$ cat src/rtl/gx_rst_pkg.sv
// Shared types and sizing helpers for the transceiver reset sequencer.
package gx_rst_pkg;

  typedef enum logic [1:0] {TX_ANA, TX_PLL, TX_DIG, TX_RDY} tx_state_e;
  typedef enum logic [1:0] {RX_ANA, RX_LTD, RX_RDY} rx_state_e;

  // Counter wide enough to reach the largest of the three cycle parameters.
  function automatic int cnt_w(input int a, input int b, input int c);
    int m;
    m = a;
    if (b > m) m = b;
    if (c > m) m = c;
    return (m < 1) ? 1 : $clog2(m + 1);
  endfunction

endpackage

$ cat src/rtl/gx_sync.sv
// Multi-flop synchronizer for one async status bit, with selectable reset value.
module gx_sync #(
  parameter int unsigned STAGES  = 2,
  parameter logic        RST_VAL = 1'b0
) (
  input  logic clk,
  input  logic rst,
  input  logic d_i,
  output logic q_o
);

  logic [STAGES-1:0] chain_q, chain_d;

  always_comb chain_d = {chain_q[STAGES-2:0], d_i};

  always_ff @(posedge clk) begin
    if (rst) chain_q <= {STAGES{RST_VAL}};
    else     chain_q <= chain_d;
  end

  assign q_o = chain_q[STAGES-1];

endmodule

$ cat src/rtl/gx_rst_ctrl.sv
// Transceiver reset sequencer: independent TX and RX FSMs driving PHY analog/digital
// resets from synchronized PLL, calibration and CDR status.
module gx_rst_ctrl
  import gx_rst_pkg::*;
#(
  parameter int unsigned ANALOG_HOLD_CYC  = 3500,
  parameter int unsigned DIGITAL_WAIT_CYC = 250,
  parameter int unsigned LTD_STABLE_CYC   = 200,
  parameter int unsigned SYNC_STAGES      = 2
) (
  input  logic clk,
  input  logic rst,
  input  logic pll_locked_i,
  input  logic tx_cal_busy_i,
  input  logic rx_cal_busy_i,
  input  logic rx_is_lockedtodata_i,
  output logic tx_analogreset_o,
  output logic tx_digitalreset_o,
  output logic rx_analogreset_o,
  output logic rx_digitalreset_o,
  output logic tx_ready_o,
  output logic rx_ready_o
);

  localparam int CW = cnt_w(int'(ANALOG_HOLD_CYC), int'(DIGITAL_WAIT_CYC), int'(LTD_STABLE_CYC));
  localparam logic [CW-1:0] CNT_MAX  = {CW{1'b1}};
  localparam logic [CW-1:0] ANA_LAST = CW'(ANALOG_HOLD_CYC - 1);
  localparam logic [CW-1:0] DIG_LAST = CW'(DIGITAL_WAIT_CYC - 1);
  localparam logic [CW-1:0] LTD_LAST = CW'(LTD_STABLE_CYC - 1);

  logic pll_locked_s, tx_cal_busy_s, rx_cal_busy_s, ltd_s;

  // Calibration chains reset busy so nothing leaves analog reset before real status arrives.
  gx_sync #(.STAGES(SYNC_STAGES), .RST_VAL(1'b0)) u_sync_pll (
    .clk(clk), .rst(rst), .d_i(pll_locked_i), .q_o(pll_locked_s));
  gx_sync #(.STAGES(SYNC_STAGES), .RST_VAL(1'b1)) u_sync_txcal (
    .clk(clk), .rst(rst), .d_i(tx_cal_busy_i), .q_o(tx_cal_busy_s));
  gx_sync #(.STAGES(SYNC_STAGES), .RST_VAL(1'b1)) u_sync_rxcal (
    .clk(clk), .rst(rst), .d_i(rx_cal_busy_i), .q_o(rx_cal_busy_s));
  gx_sync #(.STAGES(SYNC_STAGES), .RST_VAL(1'b0)) u_sync_ltd (
    .clk(clk), .rst(rst), .d_i(rx_is_lockedtodata_i), .q_o(ltd_s));

  tx_state_e       tx_state_q, tx_state_d;
  rx_state_e       rx_state_q, rx_state_d;
  logic [CW-1:0]   tx_cnt_q, tx_cnt_d;
  logic [CW-1:0]   rx_cnt_q, rx_cnt_d;

  always_comb begin
    tx_state_d = tx_state_q;
    if (tx_cal_busy_s && tx_state_q != TX_ANA) begin
      tx_state_d = TX_ANA;
    end else begin
      case (tx_state_q)
        TX_ANA: if (tx_cnt_q >= ANA_LAST && !tx_cal_busy_s) tx_state_d = TX_PLL;
        TX_PLL: if (pll_locked_s) tx_state_d = TX_DIG;
        TX_DIG: begin
          if (!pll_locked_s)             tx_state_d = TX_PLL;
          else if (tx_cnt_q == DIG_LAST) tx_state_d = TX_RDY;
        end
        TX_RDY: if (!pll_locked_s) tx_state_d = TX_PLL;
        default: tx_state_d = TX_ANA;
      endcase
    end
    tx_cnt_d = (tx_state_d != tx_state_q) ? '0 : tx_cnt_q + CW'(tx_cnt_q != CNT_MAX);
  end

  always_comb begin
    rx_state_d = rx_state_q;
    if (rx_cal_busy_s && rx_state_q != RX_ANA) begin
      rx_state_d = RX_ANA;
    end else begin
      case (rx_state_q)
        RX_ANA: if (rx_cnt_q >= ANA_LAST && !rx_cal_busy_s) rx_state_d = RX_LTD;
        RX_LTD: if (ltd_s && rx_cnt_q == LTD_LAST) rx_state_d = RX_RDY;
        RX_RDY: if (!ltd_s) rx_state_d = RX_LTD;
        default: rx_state_d = RX_ANA;
      endcase
    end
    // Lock-to-data must be continuously high, so any drop restarts the stability window.
    if (rx_state_d != rx_state_q || (rx_state_q == RX_LTD && !ltd_s))
      rx_cnt_d = '0;
    else
      rx_cnt_d = rx_cnt_q + CW'(rx_cnt_q != CNT_MAX);
  end

  always_ff @(posedge clk) begin
    if (rst) begin
      tx_state_q <= TX_ANA;
      rx_state_q <= RX_ANA;
      tx_cnt_q   <= '0;
      rx_cnt_q   <= '0;
    end else begin
      tx_state_q <= tx_state_d;
      rx_state_q <= rx_state_d;
      tx_cnt_q   <= tx_cnt_d;
      rx_cnt_q   <= rx_cnt_d;
    end
  end

  assign tx_analogreset_o  = (tx_state_q == TX_ANA);
  assign tx_digitalreset_o = (tx_state_q != TX_RDY);
  assign tx_ready_o        = (tx_state_q == TX_RDY);
  assign rx_analogreset_o  = (rx_state_q == RX_ANA);
  assign rx_digitalreset_o = (rx_state_q != RX_RDY);
  assign rx_ready_o        = (rx_state_q == RX_RDY);

endmodule

$ cat config.mk
export PLATFORM = sky130hd
export DESIGN_NAME = gx_rst_ctrl
export DESIGN_NICKNAME = d
export VERILOG_FILES = /design/src/rtl/gx_rst_pkg.sv /design/src/rtl/gx_sync.sv /design/src/rtl/gx_rst_ctrl.sv
export SDC_FILE = /design/constraint.sdc
export NUM_CORES = 1
export LEC_CHECK = 0
export ABC_CLOCK_PERIOD_IN_PS = 2400
export CELL_PAD_IN_SITES_DETAIL_PLACEMENT = 1
export CELL_PAD_IN_SITES_GLOBAL_PLACEMENT = 1
export CORE_UTILIZATION = 39
export DETAILED_ROUTE_END_ITERATION = 12
export PLACE_DENSITY_LB_ADDON = 0.1
export SYNTH_ARGS = -nofsm -noshare
export SYNTH_HDL_FRONTEND = slang
export SYNTH_SLANG_ARGS = --single-unit
$ cat constraint.sdc
create_clock -name clk -period 2.4 [get_ports clk]
set_input_delay 0.36 -clock clk [delete_from_list [all_inputs] [get_ports clk]]
set_output_delay 0.36 -clock clk [all_outputs]
set_load 0.01 [all_outputs]
# Yosys cells after proc, flatten, opt, wreduce, memory -nomap -nowiden
# Cells that the tools add are included.
[totals] ff_bits=36 inputBits=6 out_inout_bits=6 word_cells=53
[op_classes] addsub=2 n_lt_le_gt_ge=2 eq_ne=13 muxes=12 reduce_logical=16
[ops] op="12-bit by 1-bit adder with 12-bit output" n=2
[ops] op="12-bit by 8-bit equality test with 1-bit output (second input constant)" n=2
[ops] op="12-bit greater-or-equal comparator (second input constant)" n=2
[ops] op="12-bit != test (second input constant)" n=2
[ops] op="2-bit two-way mux" n=10
[ops] op="2-bit one-hot mux with 4 select lines" n=1
[ops] op="2-bit equality test (second input constant)" n=3
[ops] op="1-bit logical AND" n=6
[ops] op="2-bit one-hot mux with 3 select lines" n=1
[ops] op="2-bit by 1-bit equality test with 1-bit output (second input constant)" n=2
[ops] op="2-bit zero test" n=2
[ops] op="2-bit != test" n=2
[ops] op="2-bit != test (second input constant)" n=2
[ops] op="2-bit nonzero test" n=2
[ops] op="2-bit OR reduction" n=2
[ops] op="1-bit zero test" n=3
[ops] op="1-bit logical OR" n=1

# Logic depth before layout (Yosys ltp)
# Gate-level depths: netlist of run 1.
[logic_depth] ltp_word=8 ltp_mapped=9 ltp_nobuf=9

# Modules after synthesis
# From an unflattened synthesis of run 1, not the netlist that was laid out.
[hier_totals] cells_unflattened=185 area_unflattened_um2=1651.6
[by_module_without_submodules] module="gx_rst_ctrl" instances=1 cells_each=169 area_per_inst_um2=1441.4 seq_area_each_um2=560.5
[by_module_without_submodules] module="gx_sync" instances=4 cells_each=4 area_per_inst_um2=52.6 seq_area_each_um2=40.0

# Worst setup path after synthesis of run 1
# No wires, ideal clock.
[synth_timing] path_type="flip-flop to flip-flop" from="reg tx_cnt_q[4]" to="reg tx_cnt_q[9]" arrival_ns=2.166 required_time_ns=2.267 path_slack_ns=0.102 stages_incl_launch_ff=10 n_path_buf=0 synth_period_minus_slack_ns=2.298 cell_sequence="dfxtp_1 -> and4_1 -> nand3_1 -> or4_1 -> ha_1 -> and4_1 -> and4_1 -> nand3_1 -> xor2_1 -> nor2_1"
[synth_via] elab_chain_len=7 elab_cells_between_ends=12
[synth_lines] item="start: declaration" line_no="gx_rst_ctrl.sv:45" source="logic [CW-1:0] tx_cnt_q, tx_cnt_d;"
[synth_lines] item="start signal: assignment" line_no="gx_rst_ctrl.sv:95" source="tx_cnt_q <= tx_cnt_d;"
[synth_lines] item="12-bit greater-or-equal comparator or 12-bit by 8-bit equality test with 1-bit output (tied branches)" line_no="gx_rst_ctrl.sv:54, gx_rst_ctrl.sv:58"
[synth_lines] item="1-bit logical AND or 2-bit two-way mux (tied branches)" line_no="gx_rst_ctrl.sv:54, gx_rst_ctrl.sv:58"
[synth_lines] item="2-bit two-way mux, on equally long branches" line_no="gx_rst_ctrl.sv:54, gx_rst_ctrl.sv:57"
[synth_lines] item="2-bit one-hot mux with 4 select lines" line_no="gx_rst_ctrl.sv:53" source="case (tx_state_q)"
[synth_lines] item="2-bit two-way mux" line_no="gx_rst_ctrl.sv:50" source="if (tx_cal_busy_s && tx_state_q != TX_ANA) begin"
[synth_lines] item="2-bit != test" line_no="gx_rst_ctrl.sv:64" source="tx_cnt_d = (tx_state_d != tx_state_q) ? '0 : tx_cnt_q + CW'(tx_cnt_q != CNT_MAX);"
[synth_lines] item="2-bit OR reduction (no line)"
# Several ways; a longest one is shown, not always the timed one.
# A chain may end at the register's enable or synchronous reset.

# Final worst setup path of run 1
[layout_timing] from="reg tx_cnt_q[6]" to="reg tx_cnt_q[9]"
# The elaborated chain is that of the path after synthesis.

==> metrics.md, run 1 <==
| Metric | Value |
|---|---|
| Outcome | `complete, no violations` |
| Post-synth top area cell | `dfxtp_1` |
| DRT iter0 DRCs | `25` |
| Int Pwr | `851.0 uW` |
| Critical-path cell list | `and4_4, nand3_2, or4_4, ha_2, and4_1, and4_1, nand3_1, xor2_1, nor2_1` |
| Ports | `12` |
| Pre-antenna DRT Iters | `4` |
| Largest net degree at the start of global routing | `13` |
| Final GP Congestion | `0.8960` |
| Setup violators final | `0` |
| Delay-heaviest family, CP | `simple AND/OR/NAND/NOR gates` |
| Worst Setup SP | `tx_cnt_q[6]` |
| Core area | `4058 um2` |
| Relative slew slack | `63.77%` |
| Flop pwr share | `56.4%` |
| Filler cell count | `494` |
| Setup CP Type | `flip-flop to flip-flop` |
| Reg-to-reg endpoint | `tx_cnt_q[9]` |
| Library cells used by synthesis | `37` |
| Crit path to | `tx_cnt_q[9]` |
| Fin Setup TNS | `0 ns` |
| Syn Area/Cell | `8.960 um2` |
| Switch share | `23.65%` |
| FF-to-FF Start | `tx_cnt_q[6]` |
| Synth Net Count | `196` |
| Power per cell area | `546.2 nW/um2` |
| CTS sink count | `36` |
| Final Skew | `0.008114 ns` |
| Die X | `67.37 um` |
| Hpwl dp | `2757 um` |
| Crit-path most repeated cell | `and4_1` |
| TritonCTS clock tree | `done` |
| Final wirelength | `3820 um` |
| Top-area cell type share of the netlist area | `43.24%` |
| Slew Viols, Final | `0` |
| Arrival time worst endpoint | `2.44 ns` |
| CP Launch Type | `flip-flop` |
| Area grow syn2layout | `22.45%` |
| Mapped cell area | `1667 um2` |
| Clock Pin Slew Worst Setup and Hold Paths | `0.07 ns` |
| # hold bufs at CTS | `0` |
| Remaining DRCs | `0` |
| Logic pwr share | `5.2%` |
| CTS max path bufs | `2` |
| Clock Root Buffer | `clkbuf_8` |
| Max VDD drop | `249.8 uV` |
| Max Clock Freq | `443.9 MHz` |
| Via Count | `1354` |
| Max-Cap Viols | `0` |
| Synth Warn # | `0` |
| R2r setup slk | `0.15 ns` |
| Leak | `0.7021 nW` |
| Number of buffers added on ports | `11` |
| Reg area | `724.4 um2` |
| Sw Pwr | `263.6 uW` |
| Initial Utilization | `41.07%` |
| H-Tree Depth | `2` |
| Part of the power in the clock network | `38.4%` |
| Detail Route Antenna Nets | `0` |
| Crit path capture type | `flip-flop` |
| FF-to-FF path depth | `9` |
| CP max FO | `3` |
| Antenna cells | `0` |
| Tmin final | `2.253 ns` |
| GRT Util Overall | `19.34%` |
| Vias per cell | `5.071` |
| Share of layout cells above drive strength 1 | `18.43%` |
| Cell Rows | `23` |
| Critical path's slowest cell | `or4_4` |
| Worst Max-Slew Pin Slew | `0.5435 ns` |
| Clock insertion delay at the later pin of the skew report | `0.29 ns` |
| CTS buffer count | `5` |
| Hold violation count in the final report | `0` |
| Gate Count Post-Synth | `186` |
| Critical Path Max Stage Delay | `0.55 ns` |
| CP Buf/Inv Count | `0` |
| Area of the multi-input gates | `927.1 um2` |
| Final net count | `226` |
| Die area | `4539 um2` |
| Synth area leaders | `dfxtp_1 43%, nor2_1 6.8%, xnor2_1 5.8%` |
| Average wire per standard cell | `14.31 um` |
| Post-synthesis register bit count | `36` |
| Initial antenna violation count | `0` |
| First-pass GRT wire length | `6451 um` |
| Period Utilization, post-route | `93.86%` |
| GR Overflow Total | `0` |
| Number of global-route vias before repair | `1388` |
| Fin Hold WS | `0.4160 ns` |
| Hold WC Path Type | `flip-flop to flip-flop` |
| Seq/Total Area, Yosys | `43.24%` |
| RSZ-0062 raised after global routing | `false` |
| Worst Path Required | `2.59 ns` |
| WP depth | `9` |
| Die H | `67.37 um` |
-- synthesized netlist by cell type, drive strengths merged --
library cell   n
a211o          1
a211oi         4
a21oi          7
a22oi          1
and4           4
buf            1
clkbuf         2
dfxtp         36
ha             4
inv            5
maj3           1
mux2i          2
nand2         15
nand2b         6
nand3          6
nand3b         1
nand4          5
nand4b         1
nor2          30
nor2b          8
nor3           5
nor3b          1
nor4           3
nor4bb         2
o21ai          4
o22ai          1
or2            5
or3            2
or4            1
or4b           2
xnor2         11
xor2           9
-- state kept, by name, summed over array words and instances, names as in the netlist --
name                  flops
u_sync_txcal.chain_q      2
tx_state_q                2
u_sync_rxcal.chain_q      2
rx_cnt_q                 12
u_sync_ltd.chain_q        2
tx_cnt_q                 12
rx_state_q                2
u_sync_pll.chain_q        2
-- per-stage QoR --
step                      instances  total power [mW]  instance area (um2)  setup slack (ns)  utilization, %
after floorplan                 186            0.6755                 1667            0.1015               -
after global placement          258            0.6963                 1926           0.09731           47.46
after detailed placement        258            0.6991                 1926         0.0008817           47.46
after CTS                       267             1.123                 2019           0.03775           49.77
after global routing            267             1.161                 2041           0.01068           50.29
final                           267             1.115                 2041            0.1475           50.29
-- per-layer routing --
metal | GRT usage [%] | wire length (um)
met5 | 0 | 0
met2 | 30.50 | 1717
met3 | 5.236 | 126
met1 | 24.62 | 1915
met4 | 8.245 | 61
-- cell usage in the layout, fill, tap and decap left out, drive strengths merged, types with 3 or more instances in the layout --
cell / n
inv: 5
xor2: 9
a21oi: 7
and4: 4
a211oi: 4
nand2: 15
o21ai: 4
ha: 4
xnor2: 11
or2: 5
nor3: 5
nor2b: 8
clkdlybuf4s50: 11
nand4: 5
nand2b: 6
nor2: 30
buf: 15
clkbuf: 7
dfxtp: 36
nand3: 6
nor4: 3
-- cells by family after synthesis --
logic type | Yosys count | synth area share (%)
flops | 36 | 43.24
compound gates | 18 | 6.982
fa+ha+maj | 5 | 3.604
buf+inv | 8 | 2.252
simple gates | 97 | 31.98
xor+xnor | 20 | 10.51
mux | 2 | 1.426
-- worst min path at each step --
stage / from / end / slack, ns / cells after the start
final: u_sync_rxcal.chain_q[0] / u_sync_rxcal.chain_q[1] / 0.42 / 1
after global routing: u_sync_rxcal.chain_q[0] / u_sync_rxcal.chain_q[1] / 0.43 / 1
after CTS: u_sync_rxcal.chain_q[0] / u_sync_rxcal.chain_q[1] / 0.42 / 1
after detailed placement: u_sync_txcal.chain_q[0] / u_sync_txcal.chain_q[1] / 0.40 / 1
after global placement: u_sync_txcal.chain_q[0] / u_sync_txcal.chain_q[1] / 0.40 / 1
after floorplan: u_sync_rxcal.chain_q[0] / u_sync_rxcal.chain_q[1] / 0.39 / 1
-- power by group through the flow --
stage | Sequential, mW | Clock (mW) | Combinational [mW]
finish | 0.628 | 0.428 | 0.0578
CTS | 0.628 | 0.437 | 0.0589
global route | 0.632 | 0.464 | 0.0654
floorplan | 0.637 | 0 | 0.0386
detailed placement | 0.641 | 0 | 0.0577
global placement | 0.641 | 0 | 0.0555
-- what timing repair did --
item / 4_1_cts / 5_1_grt
setup buffers: 1 / 0
resized for setup: 1 / 7
pin swaps: 1 / 1
cloned: 0 / 0
setup endpoints to repair: 1 / 9
-- area by class of cell --
type                       count  share of cell area (%)
clock buffer                   7                   3.740
clock inverter                 1                  0.4292
inverter                       5                  0.9197
multi-input combinational    142                   45.43
sequential                    36                   35.50
tap                           50                   3.066
timing repair buffer          26                   10.91
(Power assumes the default switching activity.)
==> run 2, diff against run 1 <==
--- a/config.mk
+++ b/config.mk
@@ -5,10 +5,10 @@
 export SDC_FILE = /design/constraint.sdc
 export NUM_CORES = 1
 export LEC_CHECK = 0
-export ABC_CLOCK_PERIOD_IN_PS = 2400
+export ABC_CLOCK_PERIOD_IN_PS = 2200
 export CELL_PAD_IN_SITES_DETAIL_PLACEMENT = 1
 export CELL_PAD_IN_SITES_GLOBAL_PLACEMENT = 1
-export CORE_UTILIZATION = 39
+export CORE_UTILIZATION = 44
 export DETAILED_ROUTE_END_ITERATION = 12
 export PLACE_DENSITY_LB_ADDON = 0.1
 export SYNTH_ARGS = -nofsm -noshare
==> constraint.sdc (replaced) <==
create_clock -name clk -period 2.2 [get_ports clk]
set_input_delay 0.33 -clock clk [delete_from_list [all_inputs] [get_ports clk]]
set_output_delay 0.33 -clock clk [all_outputs]
set_load 0.01 [all_outputs]
==> metrics.md, run 2 (synthesis gave the netlist of run 1 again) <==
| Metric | Value |
|---|---|
| Outcome | `complete, no violations` |
| FF-to-FF path depth | `9` |
| Largest net degree at the start of global routing | `13` |
| Final GP Congestion | `0.8674` |
| Part of the power in the clock network | `43.2%` |
| Number of global-route vias before repair | `1531` |
| Post-DP Area | `1996 um2` |
| Clock Pin Slew Worst Setup and Hold Paths | `0.07 ns` |
| Die X | `63.55 um` |
| CP max FO | `3` |
| Hold violation count in the final report | `0` |
| Relative slew slack | `72.81%` |
| Logic pwr share | `5.7%` |
| GRT Util Overall | `23.55%` |
| Largest regs | `rx_cnt_q: 12 flops, tx_cnt_q: 12 flops` |
| Average wire per standard cell | `15.72 um` |
| Crit path capture type | `flip-flop` |
| Pre-antenna DRT Iters | `4` |
| Power per cell area | `609.1 nW/um2` |
| Clock insertion delay at the later pin of the skew report | `0.29 ns` |
| Worst Max-Slew Pin Slew | `0.4036 ns` |
| Leak | `0.7717 nW` |
| Share of layout cells above drive strength 1 | `28.07%` |
| Vias per cell | `5.405` |
| Final Skew | `0.006988 ns` |
| Die H | `63.55 um` |
| Setup CP Type | `flip-flop to flip-flop` |
| Clock Root Buffer | `clkbuf_8` |
| Hold EP | `u_sync_txcal.chain_q[1]` |
| Critical path's slowest cell | `or4_4` |
| CTS max path bufs | `2` |
| Highest-count cells in the layout ignoring fill and taps | `30 x nor2_1, 29 x dfxtp_1, 26 x buf_4` |
| Hold path depth | `1` |
| First-pass GRT wire length | `7155 um` |
| Max-Cap Viols | `0` |
| FF-to-FF Start | `tx_cnt_q[7]` |
| Initial antenna violation count | `0` |
| H-Tree Depth | `2` |
| Tot Pwr | `1.340 mW` |
| Max Clock Freq | `465.7 MHz` |
| CP Launch Type | `flip-flop` |
| R2r setup slk | `0.05 ns` |
| Via Count | `1481` |
| Finished Core Util | `63.46%` |
| Setup violators final | `0` |
| Hpwl dp | `3032 um` |
| Antenna cells | `0` |
| Slew Viols, Final | `0` |
| Switch share | `21.98%` |
| GR Overflow Total | `0` |
| Critical Path Max Stage Delay | `0.55 ns` |
| Initial Utilization | `48.05%` |
| Area grow syn2layout | `32.06%` |
| Int Pwr | `1.046 mW` |
| Worst Path Required | `2.39 ns` |
| Most common cell after layout, fill and taps aside | `nor2_1` |
| Final wirelength | `4308 um` |
| Flop pwr share | `51.1%` |
| Cell Rows | `21` |
| Die area | `4038 um2` |
| Hold Crit Start | `u_sync_txcal.chain_q[0]` |
| # hold bufs at CTS | `0` |
| Fin Hold WS | `0.4147 ns` |
| Delay-heaviest family, CP | `simple AND/OR/NAND/NOR gates` |
| Final net count | `237` |
| Number of buffers added on ports | `11` |
| Reg-to-reg endpoint | `tx_cnt_q[5]` |
| Critical-path cell list | `and4_4, nand3_4, or4_4, ha_4, and4_1, buf_4, nand2_1, xor2_1, nor2_1` |
| CTS sink count | `36` |
| Core area | `3468 um2` |
| CP Buf/Inv Count | `1` |
| DRT iter0 DRCs | `103` |
| Max VDD drop | `468.1 uV` |
| Remaining DRCs | `0` |
| Sw Pwr | `294.7 uW` |
| TritonCTS clock tree | `done` |
| Finished layout cell area | `2201 um2` |
| Arrival time worst endpoint | `2.33 ns` |
| Tmin final | `2.147 ns` |
| Detail Route Antenna Nets | `0` |
| Filler cell count | `414` |
| Period Utilization, post-route | `97.60%` |
| CTS buffer count | `5` |
| Ports | `12` |
| Hold WC Path Type | `flip-flop to flip-flop` |
## run 2: cell count changes in the layout (fill, tap and decap cells not counted), sizes merged
| cell | before | now |
|---|---|---|
| bufinv | 0 | 1 |
| buf | 15 | 26 |
| clkbuf | 7 | 6 |
## run 2: per-stage QoR
step / TNS [ns] / worst slack [ns] / std cells
after floorplan: 0 / 0.02841 / 186
after global placement: 0 / 0.02778 / 263
after detailed placement: -0.2331 / -0.07715 / 263
after CTS: 0 / 0.001420 / 272
after global routing: -0.01465 / -0.007948 / 274
final: 0 / 0.05290 / 274
## run 2: worst max-delay path by stage
stage,start,endpoint,cells after the start
floorplan,tx_cnt_q[4],tx_cnt_q[9],9
global placement,tx_cnt_q[5],tx_cnt_q[9],9
detailed placement,tx_cnt_q[5],tx_cnt_q[9],9
CTS,tx_cnt_q[7],tx_cnt_q[9],9
global route,tx_cnt_q[4],tx_cnt_q[5],9
finish,tx_cnt_q[7],tx_cnt_q[5],9
## run 2: repair_timing
action / 4_1_cts / 5_1_grt
gates resized for setup: 11 / 7
setup buffers: 1 / 2
endpoints found under the hold margin: 0 / 0
endpoints found under the setup margin: 9 / 7
pin swaps: 2 / 10
## run 2: worst register-to-register path, stage by stage (launching register included)
cell and delay (ns):
dfxtp_2 0.33, and4_4 0.25, nand3_4 0.09, or4_4 0.56, ha_4 0.18, and4_1 0.16, buf_4 0.15, nand2_1 0.09
xor2_1 0.18, nor2_1 0.06
## run 2: metal layers
| layer | global-route usage, % | vias to the layer above | wire length [um] |
|---|---|---|---|
| met1 | 28.46 | 713 | 1917 |
| met3 | 6.159 | 8 | 182 |
| met4 | 11.08 | 0 | 91 |
| li1 | - | 720 | - |
| met5 | 0 | - | 0 |
| met2 | 38.56 | 40 | 2117 |
## run 2: cell type report
cell class | instances | area [um2] | share of cell area [%]
Multi-Input combinational cell | 142 | 982.2 | 44.63
Clock buffer | 6 | 72.57 | 3.297
Inverter | 5 | 18.77 | 0.8528
Timing Repair Buffer | 37 | 305.3 | 13.87
Tap cell | 46 | 57.56 | 2.615
Clock inverter | 2 | 35.03 | 1.592
Sequential cell | 36 | 729.5 | 33.14
## run 2: power groups by stage
stage	Sequential (mW)	Combinational [mW]	Clock [mW]
6_report	0.685	0.0766	0.579
5_1_grt	0.686	0.0859	0.612
4_1_cts	0.684	0.0750	0.583
3_5_place_dp	0.698	0.0722	0
3_3_place_gp	0.697	0.0695	0
2_1_floorplan	0.695	0.0423	0
==> run 3, diff against run 2 <==
--- a/config.mk
+++ b/config.mk
@@ -8,7 +8,9 @@
 export ABC_CLOCK_PERIOD_IN_PS = 2200
 export CELL_PAD_IN_SITES_DETAIL_PLACEMENT = 1
 export CELL_PAD_IN_SITES_GLOBAL_PLACEMENT = 1
+export CORE_MARGIN = 2
 export CORE_UTILIZATION = 44
+export CTS_CLUSTER_SIZE = 40
 export DETAILED_ROUTE_END_ITERATION = 12
 export PLACE_DENSITY_LB_ADDON = 0.1
 export SYNTH_ARGS = -nofsm -noshare
==> metrics.md, run 3 (synthesis gave the netlist of run 1 again) <==
| Metric | Value |
|---|---|
| Ports | `12` |
| Initial antenna violation count | `0` |
| Core area | `3661 um2` |
| Clock Root Buffer | `clkbuf_8` |
| Period Utilization, post-route | `97.37%` |
| Die H | `65.55 um` |
| Final Skew | `0.007946 ns` |
| Pre-antenna DRT Iters | `4` |
| First-pass GRT wire length | `6706 um` |
| H-Tree Depth | `2` |
| Leak | `0.7575 nW` |
| Number of buffers added on ports | `11` |
| CP max FO | `3` |
| Final wirelength | `4154 um` |
| Vias per cell | `5.280` |
| Delay-heaviest family, CP | `simple AND/OR/NAND/NOR gates` |
| Largest net degree at the start of global routing | `13` |
| Number of global-route vias before repair | `1514` |
| Hold path depth | `1` |
| Cell Rows | `22` |
| Slew Viols, Final | `0` |
| GR Overflow Total | `0` |
| Clock insertion delay at the later pin of the skew report | `0.29 ns` |
| Reg-to-reg endpoint | `tx_cnt_q[11]` |
| DRT iter0 DRCs | `85` |
| Via Count | `1452` |
| FF-to-FF Start | `tx_cnt_q[4]` |
| Max VDD drop | `467.2 uV` |
| FF-to-FF path depth | `10` |
| Relative slew slack | `76.47%` |
| Final GP Congestion | `0.7998` |
| Area grow syn2layout | `30.03%` |
| Critical path's slowest cell | `or4_4` |
| TritonCTS clock tree | `done` |
| Share of layout cells above drive strength 1 | `25.99%` |
| Final net count | `236` |
| Power per cell area | `572.8 nW/um2` |
| Hold violation count in the final report | `0` |
| Setup CP Type | `flip-flop to flip-flop` |
| Hold WC Path Type | `flip-flop to flip-flop` |
| Crit path capture type | `flip-flop` |
| Hold EP | `u_sync_rxcal.chain_q[1]` |
| Hold Crit Start | `u_sync_rxcal.chain_q[0]` |
| GRT Util Overall | `20.61%` |
| Tot Pwr | `1.241 mW` |
| Tmin final | `2.142 ns` |
| Worst Path Required | `2.38 ns` |
| Clock Pin Slew Worst Setup and Hold Paths | `0.07 ns` |
| Arrival time worst endpoint | `2.32 ns` |
| Remaining DRCs | `0` |
| Critical-path cell list | `and4_4, nand3_4, or4_4, ha_4, and4_4, buf_4, nand2_1, nor2_1, xnor2_1, nor2_1` |
| Setup violators final | `0` |
| CTS buffer count | `5` |
| Hpwl dp | `3106 um` |
| Filler cell count | `433` |
| Max Clock Freq | `466.8 MHz` |
| Max-Cap Viols | `0` |
| Worst Setup Slack, final | `0.05783 ns` |
| RSZ-0062 raised after global routing | `true` |
| CP Launch Type | `flip-flop` |
| Outcome | `complete, no violations` |
| Worst Max-Slew Pin Slew | `0.3492 ns` |
| Detail Route Antenna Nets | `0` |
| Dpl ws | `-0.06068 ns` |
| Die X | `65.55 um` |
| Initial Utilization | `45.52%` |
| Die area | `4296 um2` |
| CTS sink count | `36` |
| Critical Path Max Stage Delay | `0.53 ns` |
| CTS max path bufs | `2` |
| R2r setup slk | `0.06 ns` |
| CP Buf/Inv Count | `1` |
| Average wire per standard cell | `15.11 um` |
| Antenna cells | `0` |
| Highest-count cells in the layout ignoring fill and taps | `30 x nor2_1, 30 x dfxtp_1, 25 x buf_4` |
| Largest regs | `rx_cnt_q: 12 flops, tx_cnt_q: 12 flops` |
| # hold bufs at CTS | `0` |
==> run 3: worst max-delay path by stage <==
stage / depth (start not counted) / slack, ns / start / end
floorplan: 9 / 0.03 / tx_cnt_q[4] / tx_cnt_q[9]
global placement: 9 / -0.004 / tx_cnt_q[7] / tx_cnt_q[9]
detailed placement: 9 / -0.06 / tx_cnt_q[7] / tx_cnt_q[9]
CTS: 9 / 0.03 / tx_cnt_q[7] / tx_cnt_q[9]
global route: 9 / -0.02 / tx_cnt_q[4] / tx_cnt_q[6]
finish: 10 / 0.06 / tx_cnt_q[4] / tx_cnt_q[11]
==> run 3: what timing repair did <==
item                       CTS  global route
gates resized for setup      3            12
buffers inserted             1             1
hold endpoints to repair     0             0
setup endpoints to repair    8            11
pin swaps                    1             4
==> run 3: worst register-to-register path, delay by kind of cell (launching register included) <==
family | cells | cell delay [ns]
flops | 1 | 0.34
xor+xnor | 1 | 0.13
simple gates | 7 | 1.24
fa+ha+maj | 1 | 0.19
buf+inv | 1 | 0.14
==> run 3: final cells by class <==
cell class                 instances  area [um2]  area share, %
timing repair buffer              36       297.8          13.74
multi-input combinational        142       972.2          44.86
tap                               48       60.06          2.771
inverter                           5       18.77         0.8661
sequential                        36       728.2          33.60
clock buffer                       8       90.09          4.157
==> run 3: report_power, final <==
part	internal (mW)	switching, mW	leakage (nW)
Combinational	0.0403	0.0318	0.416
Sequential	0.668	0.0200	0.296
Clock	0.255	0.226	0.0455
Total	0.964	0.278	0.758
==> run 3: stage by stage <==
step	utilization [%]	cells	hold slack, ns	setup TNS (ns)	instance area, um2
after floorplan	-	186	0.3895	0	1674
after global placement	54.58	265	0.3967	-0.003981	1998
final	59.19	275	0.4149	0	2167
after detailed placement	54.58	265	0.4018	-0.07044	1998
after CTS	57.59	274	0.4202	0	2108
after global routing	59.19	275	0.4247	-0.04034	2167
==> run 3: routing by layer <==
| metal | up-vias | routed length (um) | track usage [%] |
|---|---|---|---|
| li1 | 718 | - | - |
| met1 | 712 | 1728 | 21.66 |
| met2 | 15 | 2265 | 39.16 |
| met3 | 7 | 94 | 5.137 |
| met4 | 0 | 65 | 7.552 |
| met5 | - | 0 | 0 |
